`src/rtl/apb_pkg.sv`:
```
// rtl/apb_pkg.sv - shared state encoding and register offsets for the APB wait-state completer
package apb_pkg;

  typedef enum logic [1:0] {
    IDLE  = 2'd0,
    WAIT  = 2'd1,
    READY = 2'd2
  } apb_state_e;

  localparam int APB_DATA_W = 32;

  localparam logic [7:0] NUMBER_OFS  = 8'h00;
  localparam logic [7:0] DATE_OFS    = 8'h04;
  localparam logic [7:0] SURNAME_OFS = 8'h08;
  localparam logic [7:0] NAME_OFS    = 8'h0C;
  localparam logic [7:0] WRCNT_OFS   = 8'h10;

endpackage

```
`src/rtl/apb_regbank.sv`:
```
// rtl/apb_regbank.sv - RW register storage with a single write port, comb read mux and write counter
module apb_regbank
  import apb_pkg::*;
#(
  parameter int NUM_REGS = 4,
  parameter int DATA_W   = APB_DATA_W,
  parameter int IDX_W    = 2
) (
  input  logic              clk_i,
  input  logic              rst_i,
  input  logic              we_i,
  input  logic [IDX_W-1:0]  widx_i,
  input  logic [DATA_W-1:0] wdata_i,
  input  logic [IDX_W-1:0]  ridx_i,
  output logic [DATA_W-1:0] rdata_o,
  output logic [DATA_W-1:0] wr_count_o
);

  logic [DATA_W-1:0] regs_q [NUM_REGS];
  logic [DATA_W-1:0] wr_count_q;

  always_ff @(posedge clk_i) begin
    if (rst_i) begin
      for (int i = 0; i < NUM_REGS; i++) begin
        regs_q[i] <= '0;
      end
      wr_count_q <= '0;
    end else if (we_i) begin
      regs_q[widx_i] <= wdata_i;
      wr_count_q     <= wr_count_q + DATA_W'(1);
    end
  end

  // Index space may exceed NUM_REGS when it is not a power of two.
  assign rdata_o    = ({1'b0, ridx_i} < (IDX_W+1)'(NUM_REGS)) ? regs_q[ridx_i] : '0;
  assign wr_count_o = wr_count_q;

endmodule

```
`src/rtl/apb_wait_slave.sv`:
```
// rtl/apb_wait_slave.sv - APB completer with programmable PREADY wait states and PSLVERR decode
module apb_wait_slave
  import apb_pkg::*;
#(
  parameter int ADDR_W      = 32,
  parameter int DATA_W      = APB_DATA_W,
  parameter int NUM_REGS    = 4,
  parameter int WAIT_CYCLES = 1
) (
  input  logic              PCLK,
  input  logic              PRESET,
  input  logic              PSEL,
  input  logic              PENABLE,
  input  logic              PWRITE,
  input  logic [ADDR_W-1:0] PADDR,
  input  logic [DATA_W-1:0] PWDATA,
  output logic [DATA_W-1:0] PRDATA,
  output logic              PREADY,
  output logic              PSLVERR
);

  localparam int IDX_W  = ADDR_W - 2;
  localparam int RIDX_W = (NUM_REGS > 1) ? $clog2(NUM_REGS) : 1;
  localparam logic [IDX_W-1:0] CNT_IDX   = IDX_W'(NUM_REGS);
  localparam logic [3:0]       WAIT_INIT = 4'(WAIT_CYCLES);

  apb_state_e        state_q, state_d;
  logic [3:0]        cnt_q, cnt_d;
  logic [ADDR_W-1:0] addr_q, addr_d;
  logic              write_q, write_d;
  logic [DATA_W-1:0] wdata_q, wdata_d;
  logic [DATA_W-1:0] prdata_q, prdata_d;
  logic              pready_q, pready_d;
  logic              pslverr_q, pslverr_d;

  logic              setup, latch, enter_ready;
  logic [ADDR_W-1:0] src_addr;
  logic              src_write, src_rw, src_cnt, cur_rw, commit_we;
  logic [IDX_W-1:0]  src_idx, cur_idx;
  logic [DATA_W-1:0] bank_rdata, wr_count, rd_val;

  // Response is computed from the address being latched this edge when a new setup arrives.
  assign setup     = PSEL & ~PENABLE;
  assign latch     = setup && (state_q != WAIT);
  assign src_addr  = latch ? PADDR : addr_q;
  assign src_write = latch ? PWRITE : write_q;
  assign src_idx   = src_addr[ADDR_W-1:2];
  assign src_rw    = (src_addr[1:0] == 2'b00) && (src_idx < CNT_IDX);
  assign src_cnt   = (src_addr[1:0] == 2'b00) && (src_idx == CNT_IDX);
  assign cur_idx   = addr_q[ADDR_W-1:2];
  assign cur_rw    = (addr_q[1:0] == 2'b00) && (cur_idx < CNT_IDX);
  assign commit_we = (state_q == READY) && write_q && cur_rw;

  apb_regbank #(
    .NUM_REGS (NUM_REGS),
    .DATA_W   (DATA_W),
    .IDX_W    (RIDX_W)
  ) u_regbank (
    .clk_i      (PCLK),
    .rst_i      (PRESET),
    .we_i       (commit_we),
    .widx_i     (cur_idx[RIDX_W-1:0]),
    .wdata_i    (wdata_q),
    .ridx_i     (src_idx[RIDX_W-1:0]),
    .rdata_o    (bank_rdata),
    .wr_count_o (wr_count)
  );

  // Forward a write committing on this same edge into a back-to-back read.
  always_comb begin
    rd_val = bank_rdata;
    if (src_cnt) begin
      rd_val = commit_we ? wr_count + DATA_W'(1) : wr_count;
    end else if (commit_we && (src_idx == cur_idx)) begin
      rd_val = wdata_q;
    end
  end

  always_comb begin
    state_d     = state_q;
    cnt_d       = cnt_q;
    addr_d      = addr_q;
    write_d     = write_q;
    wdata_d     = wdata_q;
    enter_ready = 1'b0;
    case (state_q)
      WAIT: begin
        if (!PSEL) begin
          state_d = IDLE;
        end else if (cnt_q <= 4'd1) begin
          state_d     = READY;
          enter_ready = 1'b1;
        end else begin
          cnt_d = cnt_q - 4'd1;
        end
      end
      default: begin
        state_d = IDLE;
        if (setup) begin
          addr_d  = PADDR;
          write_d = PWRITE;
          wdata_d = PWDATA;
          cnt_d   = WAIT_INIT;
          if (WAIT_INIT == 4'd0) begin
            state_d     = READY;
            enter_ready = 1'b1;
          end else begin
            state_d = WAIT;
          end
        end
      end
    endcase

    pready_d  = enter_ready;
    pslverr_d = 1'b0;
    prdata_d  = '0;
    if (enter_ready) begin
      if (src_write) begin
        pslverr_d = !src_rw;
      end else begin
        pslverr_d = !(src_rw || src_cnt);
        prdata_d  = pslverr_d ? '0 : rd_val;
      end
    end
  end

  always_ff @(posedge PCLK) begin
    if (PRESET) begin
      state_q   <= IDLE;
      cnt_q     <= '0;
      addr_q    <= '0;
      write_q   <= 1'b0;
      wdata_q   <= '0;
      prdata_q  <= '0;
      pready_q  <= 1'b0;
      pslverr_q <= 1'b0;
    end else begin
      state_q   <= state_d;
      cnt_q     <= cnt_d;
      addr_q    <= addr_d;
      write_q   <= write_d;
      wdata_q   <= wdata_d;
      prdata_q  <= prdata_d;
      pready_q  <= pready_d;
      pslverr_q <= pslverr_d;
    end
  end

  assign PRDATA  = prdata_q;
  assign PREADY  = pready_q;
  assign PSLVERR = pslverr_q;

endmodule

```
`config.mk`:
```
export PLATFORM = sky130hd
export DESIGN_NAME = apb_wait_slave
export DESIGN_NICKNAME = d
export VERILOG_FILES = /design/src/rtl/apb_pkg.sv /design/src/rtl/apb_regbank.sv /design/src/rtl/apb_wait_slave.sv
export SDC_FILE = /design/constraint.sdc
export NUM_CORES = 1
export LEC_CHECK = 0
export CORE_MARGIN = 2
export CORE_UTILIZATION = 50
export DETAILED_ROUTE_END_ITERATION = 6
export GPL_TIMING_DRIVEN = 0
export PLACE_DENSITY_LB_ADDON = 0.25
export SLEW_MARGIN = 0
export SYNTH_ARGS = -nofsm -noshare
export SYNTH_HDL_FRONTEND = slang
export SYNTH_SLANG_ARGS = --single-unit
export TNS_END_PERCENT = 100
```
`constraint.sdc`:
```
create_clock -name PCLK -period 3.68 [get_ports PCLK]
set_clock_uncertainty 0.2 [all_clocks]
set_input_delay 0.736 -clock PCLK [delete_from_list [all_inputs] [get_ports PCLK]]
set_output_delay 0.736 -clock PCLK [all_outputs]
set_load 0.01 [all_outputs]
```
; ---- Word level (Yosys, flattened, before mapping)
; Memory sizes are Yosys's and may differ from the RTL's.
; Cells that the tools add are included.
[word_totals]
regBits = 137
out_inout_bits = 34
n_memories = 1
ram_bits = 128
input_bits = 69
elab_cells = 71
[op_classes]
reduce_logical = 18
mux = 25
magnitude_cmp = 3
add_sub_neg = 2
eq_ne = 8
bitwise_logic = 5
[memory_table]
columns = memory, depth, word_bits, rd, rd_clocked_by_memory_dff, wr, line
row1 = u_regbank.regs_q, 4, 32, 1, 0, 4, apb_regbank.sv:19  ; logic [DATA_W-1:0] regs_q [NUM_REGS];
[op_table]
columns = cell, count
row1 = 2-to-1 mux 32 bit, 5
row2 = "less-than comparator 30 x 3 -> 1 bit, second input constant", 2
row3 = "adder 32 x 1 -> 32 bit, second input constant", 1
row4 = OR reduction 32 bit, 1
row5 = "equality test 30 x 3 -> 1 bit, second input constant", 1
row6 = equality test 30 bit, 1
row7 = 2-to-1 mux 4 bit, 4
row8 = 2-to-1 mux 1 bit, 12
row9 = 2-to-1 mux 2 bit, 4
row10 = logical AND 1 bit, 7
row11 = "less-or-equal comparator 4 x 1 -> 1 bit, second input constant", 1
row12 = logical NOT 2 bit, 2
row13 = "!= test 2 bit, second input constant", 2
row14 = inverter 1 bit, 4
row15 = OR reduction 4 bit, 1
row16 = "subtractor 4 x 1 -> 4 bit, second input constant", 1
row17 = "!= test 3 bit, second input constant", 1
row18 = AND reduction 3 bit, 1
row19 = "equality test 2 x 1 -> 1 bit, second input constant", 1
row20 = "equality test 2 bit, second input constant", 1
row21 = logical NOT 1 bit, 2
row22 = "!= test 2 x 1 -> 1 bit, second input constant", 1
row23 = AND reduction 2 bit, 1
row24 = nonzero test 2 bit, 1
row25 = 3 further kinds, 3

; ---- Depth between registers and ports, before layout
[logic_depth]
word_depth = 9
mapped_depth = 9
ltp_nobuf = 7

; ---- Modules after synthesis
; A second synthesis with hierarchy kept.
[unflattened]
cells_unflattened = 1124
hier_area_um2 = 12167.9
[by_module_without_submodules]
columns = module, seq_area_each_um2, n_inst, cells_per_inst, area_per_inst_um2
row1 = apb_regbank, 4484.3, 1, 494, 7035.5
row2 = apb_wait_slave, 2102.0, 1, 630, 5132.4

; ---- Least setup slack after synthesis
; No wires, ideal clock.
[synth_path]
path_kind = reg-to-reg
start = register addr_q[18]
end = memory u_regbank.regs_q[0][0] in the netlist's numbering (enable)
path_buffers = 2
required_time_ns = 3.092
period_less_slack_ns = 2.671
t_arrival_ns = 2.083
setup_slack_ns = 1.009
setup_time_ns = 0.388
path_stages_with_launch = 7
cell_sequence = dfxtp_1 nor4_2 and4_4 and3_1 buf_4 buf_2 a21o_1
[synth_rtl]
columns = element, line
row1 = from (decl), apb_wait_slave.sv:29  ; logic [ADDR_W-1:0] addr_q, addr_d;
row2 = from (signal assigned), apb_wait_slave.sv:140  ; addr_q <= addr_d;
row3 = to (decl), apb_regbank.sv:19

==> flow_summary_export.csv <==
group,metric,value,unit
grt,use_met3,3.67,%
yosys,ys.flop_type,"dfxtp_1",
sta,slew_violations,0,
grt,grt_use_met1,35.1,%
detailed_routing,antenna_left,0,
setup_path,criticalPathCategory,"reg2reg",
finish,drive_above_1_share,10.4,%
yosys,synth_seq_area_share,54.5,%
setup_path,cp-start-kind,"flop",
clock_network,h-tree-depth,1,
yosys,ys_warn_count,0,
finish,nNetsFinal,1337,
yosys,synth_area_per_cell,10.7,sq um
yosys,syn-instance-count,1133,
grt,grt_max_degree,33,
setup_path,r2r_end,"u_regbank.regs_q[2][15]",
finish,post-route-util,61.4,%
clock_network,clkSlewWorstSetupHoldPaths,0.06,ns
floorplanning,row_count,56,
power,p_int,5230,uW
clock_network,cts_hold_buffers,0,
sta,finalSetupViolCount,0,
setup_path,crit_path_end_kind,"flop",
place,dp_hpwl,23300,microns
floorplanning,die_h,159,microns
yosys,ys_ff_latch,265,
outcome,status,"finished clean",
clock_network,cts_tree,"yes",
sta,period_needed,3.55,ns
sta,fin_ws,0.128,ns
power,ir_worst_vdd,0.000349,V
detailed_routing,dr.pass1.iters,5,
sta,post-route-period-util,96.5,%
power,switching_share,22.8,%
min_path,hold_path_class,"reg2reg",
yosys,synth_area,12100,sq um
grt,track_usage,26.0,%
sta,rsz0062_at_grt,"false",
place,postPlaceCellArea,13500,sq um
setup_path,crit_path_start,"addr_q[12]",
detailed_routing,vias,9490,
finish,final_common_cell,"dfxtp_1",
yosys,yosysUniqueCellTypes,64,
grt,grt_util_met2,44.0,%
power,clkPwrFrac,44.4,%
setup_path,r2r_start,"addr_q[12]",
clock_network,cts_setup_buffers,0,
sta,worst_slew_pin_slew,1.09,ns
sta,fmax,282,MHz
power,seqPwrFrac,47.6,%
clock_network,insertion_delay,0.55,ns
job,max_cap_violations,0,
power,leakagePower,0.00537,uW
setup_path,crit_path_end,"u_regbank.regs_q[2][15]",
grt,grt_pass1_wl,51800,microns
sta,max-slew-margin-rel,27.4,%
grt,overflow,0,
yosys,synthArstFlopShare,0,%
setup_path,required,3.64,ns
finish,fin_area,14500,sq um
clock_network,cts_sinks,265,
setup_path,worstPathArrival,3.51,ns
sta,holdWs,0.277,ns
clock_network,cts_root_buf,"clkbuf_16",
setup_path,reg2reg_setup_slack,0.13,ns
finish,area_delta_synth_final,19.9,%
yosys,synth_edf_count,128,
grt,grt_pass1_vias,9185,
place,post-place-ws,-0.180,ns
min_path,hold_depth,2,
detailed_routing,avgViaCountPerCell,5.91,
grt,busiest_layer,"met2",
floorplanning,initial_core_util,51.2,%
sta,setup_tns,0,ns
setup_path,worst-r2r-cell-count,7,
detailed_routing,drtIter0Drc,789,
detailed_routing,routed_wl,33500,microns
finish,most-common-layout-cells,"137 x dfxtp_1, 136 x nand2_1, 128 x edfxtp_1",
detailed_routing,drc,0,
power,powerDensity,467,nW/um^2
finish,n_antenna_cell,0,
grt,antenna_found_initial,0,
clock_network,cts-resized-gates,0,
floorplanning,die_w,159,microns
clock_network,cts-buffers-inserted,28,
detailed_routing,wl_per_cell,20.9,microns
sta,timing_hold_violations_final,0,
power,combinationalPowerShare,7.9,%
place,portBuffers,102,
floorplanning,ioPinCount,103,
place,gp_congestion,0.947,
setup_path,path_max_fanout,32,
floorplanning,coreArea,23600,sq um
yosys,syn-num-nets,1205,
power,p_sw,1540,uW
floorplanning,die_area,25400,sq um
clock_network,cts_max_path_buffers,3,
cells in the mapped netlist, types with 6 or more instances:
cell type,number,area share [%]
o21ba_2,6,0.50
inv_1,19,0.59
nor4_1,15,0.78
xor2_1,13,0.94
a31oi_1,34,1.8
mux2i_1,35,2.9
nand3_1,11,0.46
buf_4,9,0.56
dfxtp_1,137,23
nand2_1,136,4.2
a221oi_2,19,2.4
a21oi_1,67,2.8
xnor2_1,18,1.3
clkbuf_1,53,1.6
nor4_2,10,1.0
a221o_1,30,2.5
o21ai_0,6,0.25
a211oi_1,40,2.5
nor2_1,38,1.2
nand4_1,18,0.93
buf_2,18,0.75
nor2b_1,16,0.83
and2_1,99,5.1
nor3_1,22,0.91
edfxtp_1,128,32
and3_1,70,3.6
critical path: stages (launching register included):
cell	delay, ns
dfxtp_1	0.33
nor4_2	0.39
and4_4	0.33
and3_1	0.16
buf_4	0.17
nand2b_2	0.10
nor3b_2	0.59
or2_2	0.87
state kept, by name, indices dropped and copies added, names as in the netlist:
signal / count
u_regbank.regs_q: 128
PRDATA: 32
addr_q: 32
u_regbank.wr_count_o: 32
wdata_q: 32
cnt_q: 4
state_q: 2
PREADY: 1
PSLVERR: 1
write_q: 1
layer usage:
metal | wire [microns] | vias to the layer above
li1 | - | 4431
met1 | 14000 | 4567
met2 | 16100 | 419
met3 | 2540 | 73
met4 | 874 | 0
met5 | 0 | -
per-stage QoR:
step                total power [uW]  cells
floorplan                       3590   1133
global placement                3810   1554
detailed placement              3820   1554
CTS                             6790   1605
global route                    6960   1605
finish                          6770   1605
final cells by class:
type                       instances  area [sq um]
fill                            1983          9120
sequential                       265          6590
multi-input combinational        762          5000
timing repair buffer             102          1020
clock buffer                      39           783
buffer                            87           424
tap                              319           399
clock inverter                    12           203
inverter                          19          71.3
logic make-up after synthesis:
family                   count (synthesis)  synth area share (%)
buffers and inverters                  106                  4.10
multiplexers                            36                  2.99
AND/OR/NAND/NOR                        462                  21.1
XOR/XNOR                                31                  2.25
adder cells (fa/ha/maj)                  3                 0.311
AO/OA/AOI/OAI                          230                  14.7
flip-flops                             265                  54.5
worst min-delay path by stage:
stage / start / end / slack (ns)
2_1_floorplan: addr_q[1] / addr_q[1] / 0.25
3_3_place_gp: addr_q[6] / addr_q[6] / 0.26
3_5_place_dp: addr_q[7] / addr_q[7] / 0.27
4_1_cts: addr_q[7] / addr_q[7] / 0.28
5_1_grt: addr_q[19] / addr_q[19] / 0.29
6_report: addr_q[7] / addr_q[7] / 0.28
power groups by stage:
stage | clock network (uW) | registers, uW | logic [uW]
floorplan | 0 | 3270 | 319
global placement | 0 | 3280 | 522
detailed placement | 0 | 3290 | 531
CTS | 3030 | 3230 | 532
global route | 3150 | 3230 | 577
finish | 3010 | 3230 | 538
Power figures use the tool's default switching activity.
